## src/rtl/cdb_arbiter.sv

```systemverilog
// Completion-side CDB arbiter.
// Each functional unit pushes finished results into its own small completion
// FIFO; one head entry per cycle is granted onto the common data bus using
// round-robin priority. CDB outputs are driven from registered FIFO state so a
// result pushed at one clock edge is visible on the bus in the following cycle.
module cdb_arbiter #(
  parameter int NUM_FU      = 4,
  parameter int FIFO_DEPTH  = 2,
  parameter int XLEN        = 32,
  parameter int ROB_TAG_LEN = 6
) (
  input  logic                                   clk,
  input  logic                                   reset,
  input  logic                                   flush,
  input  logic [NUM_FU-1:0]                      fu_valid,
  input  logic [NUM_FU-1:0][ROB_TAG_LEN-1:0]     fu_tag,
  input  logic [NUM_FU-1:0][XLEN-1:0]            fu_value,
  output logic [NUM_FU-1:0]                      fu_ready,
  output logic                                   cdb_valid,
  output logic [ROB_TAG_LEN-1:0]                 cdb_tag,
  output logic [XLEN-1:0]                        cdb_value,
  output logic [((NUM_FU > 1) ? $clog2(NUM_FU) : 1)-1:0] cdb_fu
);

  localparam int FU_W  = (NUM_FU > 1) ? $clog2(NUM_FU) : 1;
  localparam int PTR_W = $clog2(FIFO_DEPTH);
  localparam int CNT_W = PTR_W + 1;

  // FIFO state: pointers wrap naturally because the depth is a power of two.
  logic [PTR_W-1:0]       head_r    [NUM_FU];
  logic [PTR_W-1:0]       tail_r    [NUM_FU];
  logic [CNT_W-1:0]       count_r   [NUM_FU];
  logic [ROB_TAG_LEN-1:0] tag_mem_r [NUM_FU][FIFO_DEPTH];
  logic [XLEN-1:0]        value_mem_r [NUM_FU][FIFO_DEPTH];
  logic [FU_W-1:0]        rr_ptr_r;

  logic                   active_s;
  logic [NUM_FU-1:0]      push_s;
  logic [NUM_FU-1:0]      pop_s;
  logic                   found_s;
  logic                   grant_s;
  logic [FU_W-1:0]        winner_s;
  logic [FU_W-1:0]        cand_s;
  logic [FU_W-1:0]        next_rr_s;
  int                     scan_idx_s;

  // Reset and flush both suppress every push, pop and broadcast in their cycle.
  assign active_s = !reset && !flush;

  // Ready comes only from registered counts plus reset/flush, never from the grant.
  always_comb begin
    fu_ready = {NUM_FU{1'b0}};
    push_s   = {NUM_FU{1'b0}};
    for (int i = 0; i < NUM_FU; i++) begin
      fu_ready[i] = (count_r[i] < CNT_W'(FIFO_DEPTH)) && active_s;
      push_s[i]   = fu_valid[i] && fu_ready[i];
    end
  end

  // Round-robin scan from rr_ptr_r; first non-empty FIFO wins.
  always_comb begin
    found_s    = 1'b0;
    winner_s   = {FU_W{1'b0}};
    cand_s     = {FU_W{1'b0}};
    scan_idx_s = 0;
    for (int k = 0; k < NUM_FU; k++) begin
      scan_idx_s = int'(rr_ptr_r) + k;
      if (scan_idx_s >= NUM_FU) begin
        scan_idx_s = scan_idx_s - NUM_FU;
      end else begin
        scan_idx_s = scan_idx_s;
      end
      cand_s = FU_W'(scan_idx_s);
      if (!found_s && (count_r[cand_s] != {CNT_W{1'b0}})) begin
        found_s  = 1'b1;
        winner_s = cand_s;
      end else begin
        found_s  = found_s;
      end
    end
  end

  assign grant_s = found_s && active_s;

  // Pop strobe per FIFO and the pointer value following the current winner.
  always_comb begin
    pop_s = {NUM_FU{1'b0}};
    for (int i = 0; i < NUM_FU; i++) begin
      pop_s[i] = grant_s && (winner_s == FU_W'(i));
    end
    if (winner_s == FU_W'(NUM_FU - 1)) begin
      next_rr_s = {FU_W{1'b0}};
    end else begin
      next_rr_s = winner_s + FU_W'(1);
    end
  end

  // Broadcast the winner's head entry; idle bus is all zeros.
  always_comb begin
    if (grant_s) begin
      cdb_valid = 1'b1;
      cdb_tag   = tag_mem_r[winner_s][head_r[winner_s]];
      cdb_value = value_mem_r[winner_s][head_r[winner_s]];
      cdb_fu    = winner_s;
    end else begin
      cdb_valid = 1'b0;
      cdb_tag   = {ROB_TAG_LEN{1'b0}};
      cdb_value = {XLEN{1'b0}};
      cdb_fu    = {FU_W{1'b0}};
    end
  end

  // FIFO storage, pointers, counts and round-robin pointer update.
  always_ff @(posedge clk) begin
    if (reset) begin
      for (int i = 0; i < NUM_FU; i++) begin
        head_r[i]  <= {PTR_W{1'b0}};
        tail_r[i]  <= {PTR_W{1'b0}};
        count_r[i] <= {CNT_W{1'b0}};
        for (int j = 0; j < FIFO_DEPTH; j++) begin
          tag_mem_r[i][j]   <= {ROB_TAG_LEN{1'b0}};
          value_mem_r[i][j] <= {XLEN{1'b0}};
        end
      end
      rr_ptr_r <= {FU_W{1'b0}};
    end else if (flush) begin
      for (int i = 0; i < NUM_FU; i++) begin
        head_r[i]  <= {PTR_W{1'b0}};
        tail_r[i]  <= {PTR_W{1'b0}};
        count_r[i] <= {CNT_W{1'b0}};
      end
      rr_ptr_r <= {FU_W{1'b0}};
    end else begin
      for (int i = 0; i < NUM_FU; i++) begin
        if (push_s[i]) begin
          tag_mem_r[i][tail_r[i]]   <= fu_tag[i];
          value_mem_r[i][tail_r[i]] <= fu_value[i];
          tail_r[i]                 <= tail_r[i] + PTR_W'(1);
        end
        if (pop_s[i]) begin
          head_r[i] <= head_r[i] + PTR_W'(1);
        end
        case ({push_s[i], pop_s[i]})
          2'b10:   count_r[i] <= count_r[i] + CNT_W'(1);
          2'b01:   count_r[i] <= count_r[i] - CNT_W'(1);
          default: count_r[i] <= count_r[i];
        endcase
      end
      if (grant_s) begin
        rr_ptr_r <= next_rr_s;
      end
    end
  end

endmodule

```

## config.mk

```make
export PLATFORM = sky130hd
export DESIGN_NAME = cdb_arbiter
export DESIGN_NICKNAME = d
export VERILOG_FILES = /design/src/rtl/cdb_arbiter.sv
export SDC_FILE = /design/constraint.sdc
export NUM_CORES = 1
export LEC_CHECK = 0
export ABC_AREA = 1
export CAP_MARGIN = 10
export CORE_MARGIN = 10
export CORE_UTILIZATION = 55
export CTS_CLUSTER_DIAMETER = 200
export DETAILED_ROUTE_END_ITERATION = 6
export PLACE_DENSITY = 0.79
export SLEW_MARGIN = 20
export SYNTH_ARGS = -nofsm -noshare
export SYNTH_HDL_FRONTEND = slang
export SYNTH_SLANG_ARGS = --single-unit
```

## constraint.sdc

```tcl
create_clock -name clk -period 7.85 [get_ports clk]
set_input_delay 1.57 -clock clk [delete_from_list [all_inputs] [get_ports clk]]
set_output_delay 1.57 -clock clk [all_outputs]
set_load 0.05 [all_outputs]
```

# Yosys cells after proc, flatten, opt, wreduce, memory -nomap -nowiden
# Memory sizes are Yosys's and may differ from the RTL's.
# Cells that the tools add are included.
totals:
  regBits: 2
  latch_bits: 0
  ram_bits: 320
  romBits: 0
  input_bits: 159
  output_inout_bits: 45
  elab_cells: 903
  memories: 5
mem_list:
  columns: ["name", "depth", "width", "read_ports", "rd_clocked_by_memory_dff", "write_ports", "line_no", "text"]
  rows:
  - ["value_mem_r", 4, 64, 1, 0, 4, "34", "logic [XLEN-1:0] value_mem_r [NUM_FU][FIFO_DEPTH];"]
  - ["tag_mem_r", 4, 12, 1, 0, 4, "33", "logic [ROB_TAG_LEN-1:0] tag_mem_r [NUM_FU][FIFO_DEPTH];"]
  - ["count_r", 4, 2, 8, 0, 4, "32", "logic [CNT_W-1:0] count_r [NUM_FU];"]
  - ["head_r", 4, 1, 5, 0, 4, "30", "logic [PTR_W-1:0] head_r [NUM_FU];"]
  - ["tail_r", 4, 1, 4, 0, 4, "31", "logic [PTR_W-1:0] tail_r [NUM_FU];"]
classes:
  n_addsub: 24
  mul: 0
  n_div: 0
  magnitude_cmp: 17
  eq_ne: 11
  shifts: 0
  muxes: 468
  bitwise: 341
  reduce_logical: 36
ops:
  columns: ["operator", "count"]
  rows:
  - ["1-bit two-way mux", 410]
  - ["1-bit bitwise OR", 336]
  - ["32-bit two-way mux", 8]
  - ["64-bit two-way mux", 4]
  - ["32-bit demux with 1-bit select", 4]
  - ["2-bit two-way mux", 26]
  - ["12-bit two-way mux", 4]
  - ["6-bit two-way mux", 8]
  - ["6-bit demux with 1-bit select", 4]
  - ["1-bit logical AND", 21]
  - ["2-bit by 1-bit subtractor with 2-bit output, second input constant", 8]
  - ["2-bit equality test, second input constant", 6]
  - ["2-bit by 1-bit adder with 2-bit output, second input constant", 5]
  - ["2-bit by 1-bit equality test with 1-bit output, second input constant", 5]
  - ["2-bit greater-or-equal comparator, second input constant", 5]
  - ["1-bit inverter with 2-bit output", 5]
  - ["2-bit OR reduction", 5]
  - ["3-bit greater-or-equal comparator, second input constant", 3]
  - ["1-bit adder, second input constant", 8]
  - ["2-bit by 1-bit < comparator with 1-bit output, second input constant", 4]
  - ["2-bit < comparator, second input constant", 4]
  - ["2-bit nonzero test", 4]
  - ["2-bit by 2-bit adder with 3-bit output, second input constant", 2]
  - ["1-bit zero test", 5]
  - ["other kinds (3)", 3]

# Longest topological paths before layout
# Gate-level depths: netlist of run 1.
# An unclocked memory read counts as a cell.
logic_depth:
  depth_word: 24
  ltp_mapped: 23

# Least setup slack after synthesis of run 1
# No wires, ideal clock.
synth_path:
  path_type: "input port to flip-flop"
  from: "input flush"
  to: "memory tag_mem_r[1][10] (netlist name) (enable)"
  setup_ns: 0.486
  t_arrival_ns: 5.924
  required_time_ns: 7.364
  path_slack_ns: 1.440
  path_stages: 6
  n_path_buf: 1
  cell_sequence: "nor2_1 inv_1 clkbuf_1 nor2_1 nand2_1 o21ai_0"
synth_rtl:
  columns: ["element", "line_no", "text"]
  rows:
  - ["from (decl)", "14", "input logic flush,"]
  - ["to (decl)", "33", null]

==> summary.txt, run 1 <==
Floorplan
  – Full die area: 35,990 um^2
  – Rows: 62
  – Starting Density: 55.50%
  – Die width: 189.7 um
  – Core Box Area: 28,550 um^2
  – I/O Pins: 204
  – Die Y: 189.7 um

Drt
  – Vias per cell: 5.490
  – DRT antenna net count: 0
  – Vias: 13.79k
  – DR WL/cell: 18.84 um
  – Wirelength, routed: 47.33 mm
  – Remaining DRCs: 0
  – First-pass detailed-route iteration total: 5
  – Initial DRC count: 2,114

Pwr
  – Peak VDD IR: 224.5 uV
  – PwrDens: 303.1 nW/um^2
  – P_leak: 8.636 nW

Clock network
  – Bufs on Longest Clock Path: 3
  – Clock sinks: 324
  – Postcts setup bufs: 0
  – Root buffer cell: clkbuf_16
  – CTS tree: built
  – Num CTS Buffers: 35
  – Clock transition at path regs: 60 ps
  – Clk_lat worst skew: 520 ps
  – H-tree depth: 2
  – Hold_buf cts: 0
  – Post-CTS Resized: 0

Setup path
  – Critical path, cell by cell: o21ai_0 -> nand2_1 -> nand2_1 -> nand3_1 -> nand2_1 -> nand2_4 -> nand2_4 -> buf_4 -> nand2_1 -> nand3_1 -> nand2_1 -> nand2_1 -> nand2_1 -> nor2_1 -> clkdlybuf4s50_1
  – R2R Setup Slk: 3740 ps
  – CP Launch Type: flop
  – Highest-delay cell along the critical path: clkdlybuf4s50_1
  – Critical path class: reg2out
  – Worst Path Arrival: 5390 ps
  – Critical Path Fanout Max: 90
  – Nature of the critical path endpoint: output port
  – Worst path max stage delay: 880 ps
  – R2R cell count: 18
  – Crit path max-delay family: simple AND/OR/NAND/NOR gates
  – Most frequent cell on the critical path: nand2_1
  – R2r startpoint: count_r[2][0]
  – Required time worst endpoint: 6280 ps
  – Buf+Inv Stages, Crit Path: 2
  – Capturing point of the worst reg2reg path: count_r[2][1]

STA
  – Fmax: 143.6 MHz
  – Minimum clock period: 6964 ps
  – Post-route worst setup slack: 886.1 ps
  – Worst Max-Slew Pin Slew: 1036 ps
  – Fin Setup TNS: 0 ps
  – Worst hold slack: 454.1 ps
  – Fin. Hold Viols: 0
  – Worst Skew: 13.80 ps
  – Pins over their slew limit: 0
  – RSZ-0062 raised after global routing: false
  – Slew HR: 30.92%
  – Endpoints failing setup: 0
  – Fin crit share: 88.71%

Layout
  – Area Growth Syn to Fin: 20.64%
  – Most common cell after layout, fill and taps aside: nand2_1
  – Most frequent cells in the layout: 440 x nand2_1, 296 x inv_1, 274 x nand3_1, 204 x edfxtp_1, 203 x clkdlybuf4s50_1
  – FILL cells: 2,329
  – Share of layout cells above drive strength 1: 4.329%
  – Post-layout net count: 2,271

Yosys
  – Syn_nets: 2,143
  – Synth top area cells: edfxtp_1 39%, dfxtp_1 15%, nand2_1 10%
  – Synth Instances: 1,973
  – Netlist cell types: 29
  – Post-synthesis async set-or-reset flop share: 0%
  – Post-Syn Area: 15,840 um^2
  – Avg Inst Size Synth: 8.030 um^2
  – Post-synth top area share: 38.67%
  – Warnings, synthesis: 0
  – Main synth FF type: edfxtp_1
  – Register area share after synthesis: 53.83%
  – Flop and latch count out of synthesis: 324
  – Yosys top cell by area: edfxtp_1
  – Number of synthesized flops with an enable pin: 204

Min path
  – Hold Path Stages: 2
  – Hold EP: value_mem_r[2][4]
  – Hold path start: value_mem_r[2][4]
  – HP Class: reg2reg

GRT
  – GRT Total Usage: 25.17%
  – Initial antenna violation count: 3
  – Largest net degree at the start of global routing: 122
  – Total gr overflow: 0
  – First-pass GRT wire length: 72.06 mm
  – Vias in the first global route: 12.90k

Status
  – Outcome: complete, no violations

Placed design
  – DP HPWL: 31.22 mm
  – Dpl ws: 1593 ps
  – Port bufs: 203
  – Routability Congestion: 0.9743

Job
  – Max-cap viol count: 0
[synthesized netlist by cell type (2+ instances only)]
| cell type | count |
|---|---|
| nand3_1 | 275 |
| o21ai_0 | 124 |
| nand3b_1 | 39 |
| inv_1 | 298 |
| edfxtp_1 | 204 |
| dfxtp_1 | 120 |
| ha_1 | 11 |
| buf_2 | 57 |
| nand4_1 | 3 |
| a21oi_1 | 121 |
| nand2_1 | 443 |
| clkbuf_1 | 53 |
| nor3_1 | 2 |
| inv_2 | 2 |
| buf_1 | 5 |
| buf_6 | 9 |
| a211oi_1 | 2 |
| buf_4 | 10 |
| nor2_1 | 185 |
[final cells by class]
type / instances / area, um^2 / area share (%)
Antenna cell: 3 / 7.507 / 0.03928
Clock inverter: 18 / 196.4 / 1.028
Timing Repair Buffer: 225 / 2217 / 11.60
Clock buffer: 43 / 968.4 / 5.067
Sequential cell: 324 / 8528 / 44.62
Tap cell: 384 / 480.5 / 2.514
Multi-Input combinational cell: 1215 / 5589 / 29.24
Inverter: 300 / 1126 / 5.892
[registers in the layout, indices dropped and copies added, names as in the netlist, named ones only]
name	flops
head_r	4
tail_r	4
rr_ptr_r	2
tag_mem_r	48
value_mem_r	256
count_r	8
[how the worst max path moves through the flow]
stage | from | to | slack [ps] | cells past startpoint
final | count_r[2][0] | cdb_value[1] | 890 | 15
after global routing | count_r[2][0] | cdb_value[1] | 530 | 15
after CTS | count_r[2][0] | cdb_value[1] | 1010 | 15
after detailed placement | count_r[2][0] | cdb_value[31] | 1590 | 15
after global placement | count_r[2][0] | cdb_value[1] | 1690 | 15
after floorplan | flush | tag_mem_r[1][10] | 1440 | 6
[worst reg2reg max path: stages (launching register included)]
cell	delay [ps]
edfxtp_1	450
nor2_1	200
nand2_1	100
nand3_1	90
nand2_1	110
inv_1	160
nand2_1	130
nand2_4	530
nand2_4	580
ha_1	420
nand2_1	140
inv_1	90
ha_1	190
inv_1	80
o21ai_0	120
a21oi_1	160
nand4_1	130
nand4_1	100
o21ai_0	80
[cell families after synthesis]
| kind of cell | count (synthesis) | synth area share [%] |
|---|---|---|
| AO/OA/AOI/OAI | 252 | 8.071 |
| XOR/XNOR | 1 | 0.05529 |
| adder cells (fa/ha/maj) | 11 | 0.8687 |
| buffers and inverters | 434 | 11.40 |
| flip-flops | 324 | 53.83 |
| AND/OR/NAND/NOR | 951 | 25.78 |
[metal layers]
layer,up-vias,part of all wire [%],global-route usage (%)
met5,-,0,0
met4,0,2.2,7.387
met3,70,10,3.735
met2,728,44,37.14
met1,6412,44,37.55
li1,6582,-,-
[power by group]
part	internal (mW)	switching, mW	total, mW	leakage, nW
Sequential	1.93	0.0417	1.97	3.10
Clock	1.01	0.676	1.69	0.577
Combinational	0.615	1.52	2.14	4.96
[per-stage QoR]
stage	std cells	util, %	power, mW	instance area [um^2]
finish	2512	66.95	5.793	19110
global route	2511	66.94	6.043	19110
CTS	2508	66.80	5.743	19070
detailed placement	2447	62.72	4.079	17910
global placement	2447	62.72	4.056	17910
floorplan	1973	-	3.480	15840
No activity file was read; power rests on OpenSTA's default activity.
==> inputs of run 2 (changes only) <==
==> constraint.sdc (replaced) <==
create_clock -name clk -period 7.85 [get_ports clk]
set_input_delay 0.785 -clock clk [delete_from_list [all_inputs] [get_ports clk]]
set_output_delay 0.785 -clock clk [all_outputs]
set_load 0.05 [all_outputs]
==> run 2 against run 1 <==
Against the previous run: cell count is 0.20% lower; first-iteration DRC count is 7.1% lower; critical endpoint is now cdb_value[7]; via count is 0.59% higher; clock power hardly changed; utilization is 0.16 points lower; setup slack better by 790 ps; sequential cell count stayed put; the flow now finishes with violations (DRC); global-route usage is 0.95 points higher.
==> summary.txt, run 2 (synthesis gave the netlist of run 1 again) <==
Clock network
  – Clock sinks: 324
  – Root buffer cell: clkbuf_16
  – H-tree depth: 2
  – Hold_buf cts: 0
  – Num CTS Buffers: 35
  – Clk_lat worst skew: 520 ps
  – Postcts setup bufs: 0
  – Bufs on Longest Clock Path: 3
  – Clock transition at path regs: 60 ps
  – CTS tree: built
  – Post-CTS Resized: 0

STA
  – Fin Setup TNS: 0 ps
  – Fmax: 161.9 MHz
  – Slew HR: 24.06%
  – Minimum clock period: 6176 ps
  – Fin crit share: 78.67%
  – Worst Max-Slew Pin Slew: 1139 ps
  – Worst Skew: 14.23 ps
  – Worst hold slack: 450.7 ps
  – Fin. Hold Viols: 0
  – Pins over their slew limit: 0
  – RSZ-0062 raised after global routing: false
  – Endpoints failing setup: 0

Layout
  – Reg with most FFs: value_mem_r
  – Max reg flops: 256
  – Post-layout net count: 2,268
  – Most frequent cells in the layout: 440 x nand2_1, 296 x inv_1, 274 x nand3_1, 204 x edfxtp_1, 203 x clkdlybuf4s50_1
  – Area Growth Syn to Fin: 20.36%
  – FILL cells: 2,395
  – Storage cell area: 8528 um^2
  – Regs by FF count: value_mem_r: 256 flops, tag_mem_r: 48 flops, count_r: 8 flops
  – Share of layout cells above drive strength 1: 4.004%
  – Antenna diodes: 0
  – Multi-input logic area: 5584 um^2
  – Most common cell after layout, fill and taps aside: nand2_1

Min path
  – HP Class: reg2reg

Drt
  – Initial DRC count: 1,963
  – First-pass detailed-route iteration total: 7
  – DR WL/cell: 19.43 um
  – Vias: 13.87k
  – DRT antenna net count: 0
  – Wirelength, routed: 48.72 mm
  – Remaining DRCs: 1
  – Vias per cell: 5.534

Job
  – Max-cap viol count: 0

Setup path
  – Critical Path Fanout Max: 54
  – Buf+Inv Stages, Crit Path: 3
  – Worst path max stage delay: 870 ps
  – Critical path class: reg2out
  – Highest-delay cell along the critical path: clkdlybuf4s50_1
  – CP Launch Type: flop
  – Nature of the critical path endpoint: output port
  – Required time worst endpoint: 7070 ps
  – Crit path max-delay family: simple AND/OR/NAND/NOR gates
  – Most frequent cell on the critical path: nand2_1
  – Worst Path Arrival: 5390 ps
  – Critical path, cell by cell: nand2_1 -> nand2_1 -> inv_2 -> nand2_1 -> nand2_1 -> nor2_2 -> nand3_1 -> nand2_4 -> nand2_4 -> nand2_1 -> nand3_1 -> nand2_2 -> buf_4 -> nor2_1 -> nor2_1 -> clkdlybuf4s50_1

GRT
  – Largest net degree at the start of global routing: 122
  – Total gr overflow: 0
  – Vias in the first global route: 12.90k
  – First-pass GRT wire length: 74.46 mm
  – Initial antenna violation count: 2
  – GRT Total Usage: 26.13%

Placed design
  – DP HPWL: 31.60 mm
  – Port bufs: 203
  – Routability Congestion: 0.9075

Floorplan
  – Starting Density: 55.50%
  – Core Box Area: 28,550 um^2
  – Die Y: 189.7 um
  – Full die area: 35,990 um^2
  – I/O Pins: 204
  – Die width: 189.7 um
  – Rows: 62

Pwr
  – Peak VDD IR: 209.9 uV
  – P_leak: 8.601 nW
  – PwrDens: 301.2 nW/um^2

Status
  – Failing checks: DRC
  – Outcome: finished, violations left
-- run 2: path summary, 6_finish.rpt --
path	from	cells after the start	end	slack [ps]
setup / recovery	rr_ptr_r[0]	16	cdb_value[7]	1670
hold / removal	tag_mem_r[2][5]	2	tag_mem_r[2][5]	450
setup reg to reg	rr_ptr_r[0]	18	count_r[1][1]	3750
hold reg to reg	tag_mem_r[2][5]	2	tag_mem_r[2][5]	450
-- run 2: per-stage QoR --
stage	setup slack, ps	utilization, %	cell area [um^2]	power [mW]	cells
finish	1674	66.80	19070	5.744	2507
global route	1375	66.80	19070	6.008	2507
CTS	1574	66.69	19040	5.707	2506
detailed placement	2149	62.64	17880	4.051	2444
global placement	2298	62.64	17880	4.027	2444
floorplan	2225	-	15840	3.480	1973
-- run 2: report_power, final --
part | switching (mW) | internal, mW | total [mW]
sequential | 0.0450 | 1.93 | 1.97
combinational | 1.49 | 0.612 | 2.11
clock | 0.673 | 0.994 | 1.67
-- run 2: per-layer routing --
layer / part of all wire (%) / routed length (um) / up-vias / global-route usage, %
li1: - / - / 6570 / -
met1: 43 / 20830 / 6451 / 38.48
met2: 43 / 20880 / 777 / 37.41
met3: 13 / 6102 / 71 / 7.140
met4: 1.8 / 878 / 4 / 6.044
met5: 0.041 / 20 / - / 0
-- run 2: area by class of cell --
type / instances / area share [%]
clock buffer: 48 / 5.236
multi-input combinational: 1215 / 29.28
timing repair buffer: 222 / 11.51
clock inverter: 14 / 0.8136
tap: 384 / 2.520
inverter: 300 / 5.912
sequential: 324 / 44.72
-- run 2: worst min-delay path, delay by kind of cell, from the launching register on --
family                 cells  cell delay (ps)
buffers and inverters      1               60
DFF                        1              300
AOI/OAI and AO/OA          1               50
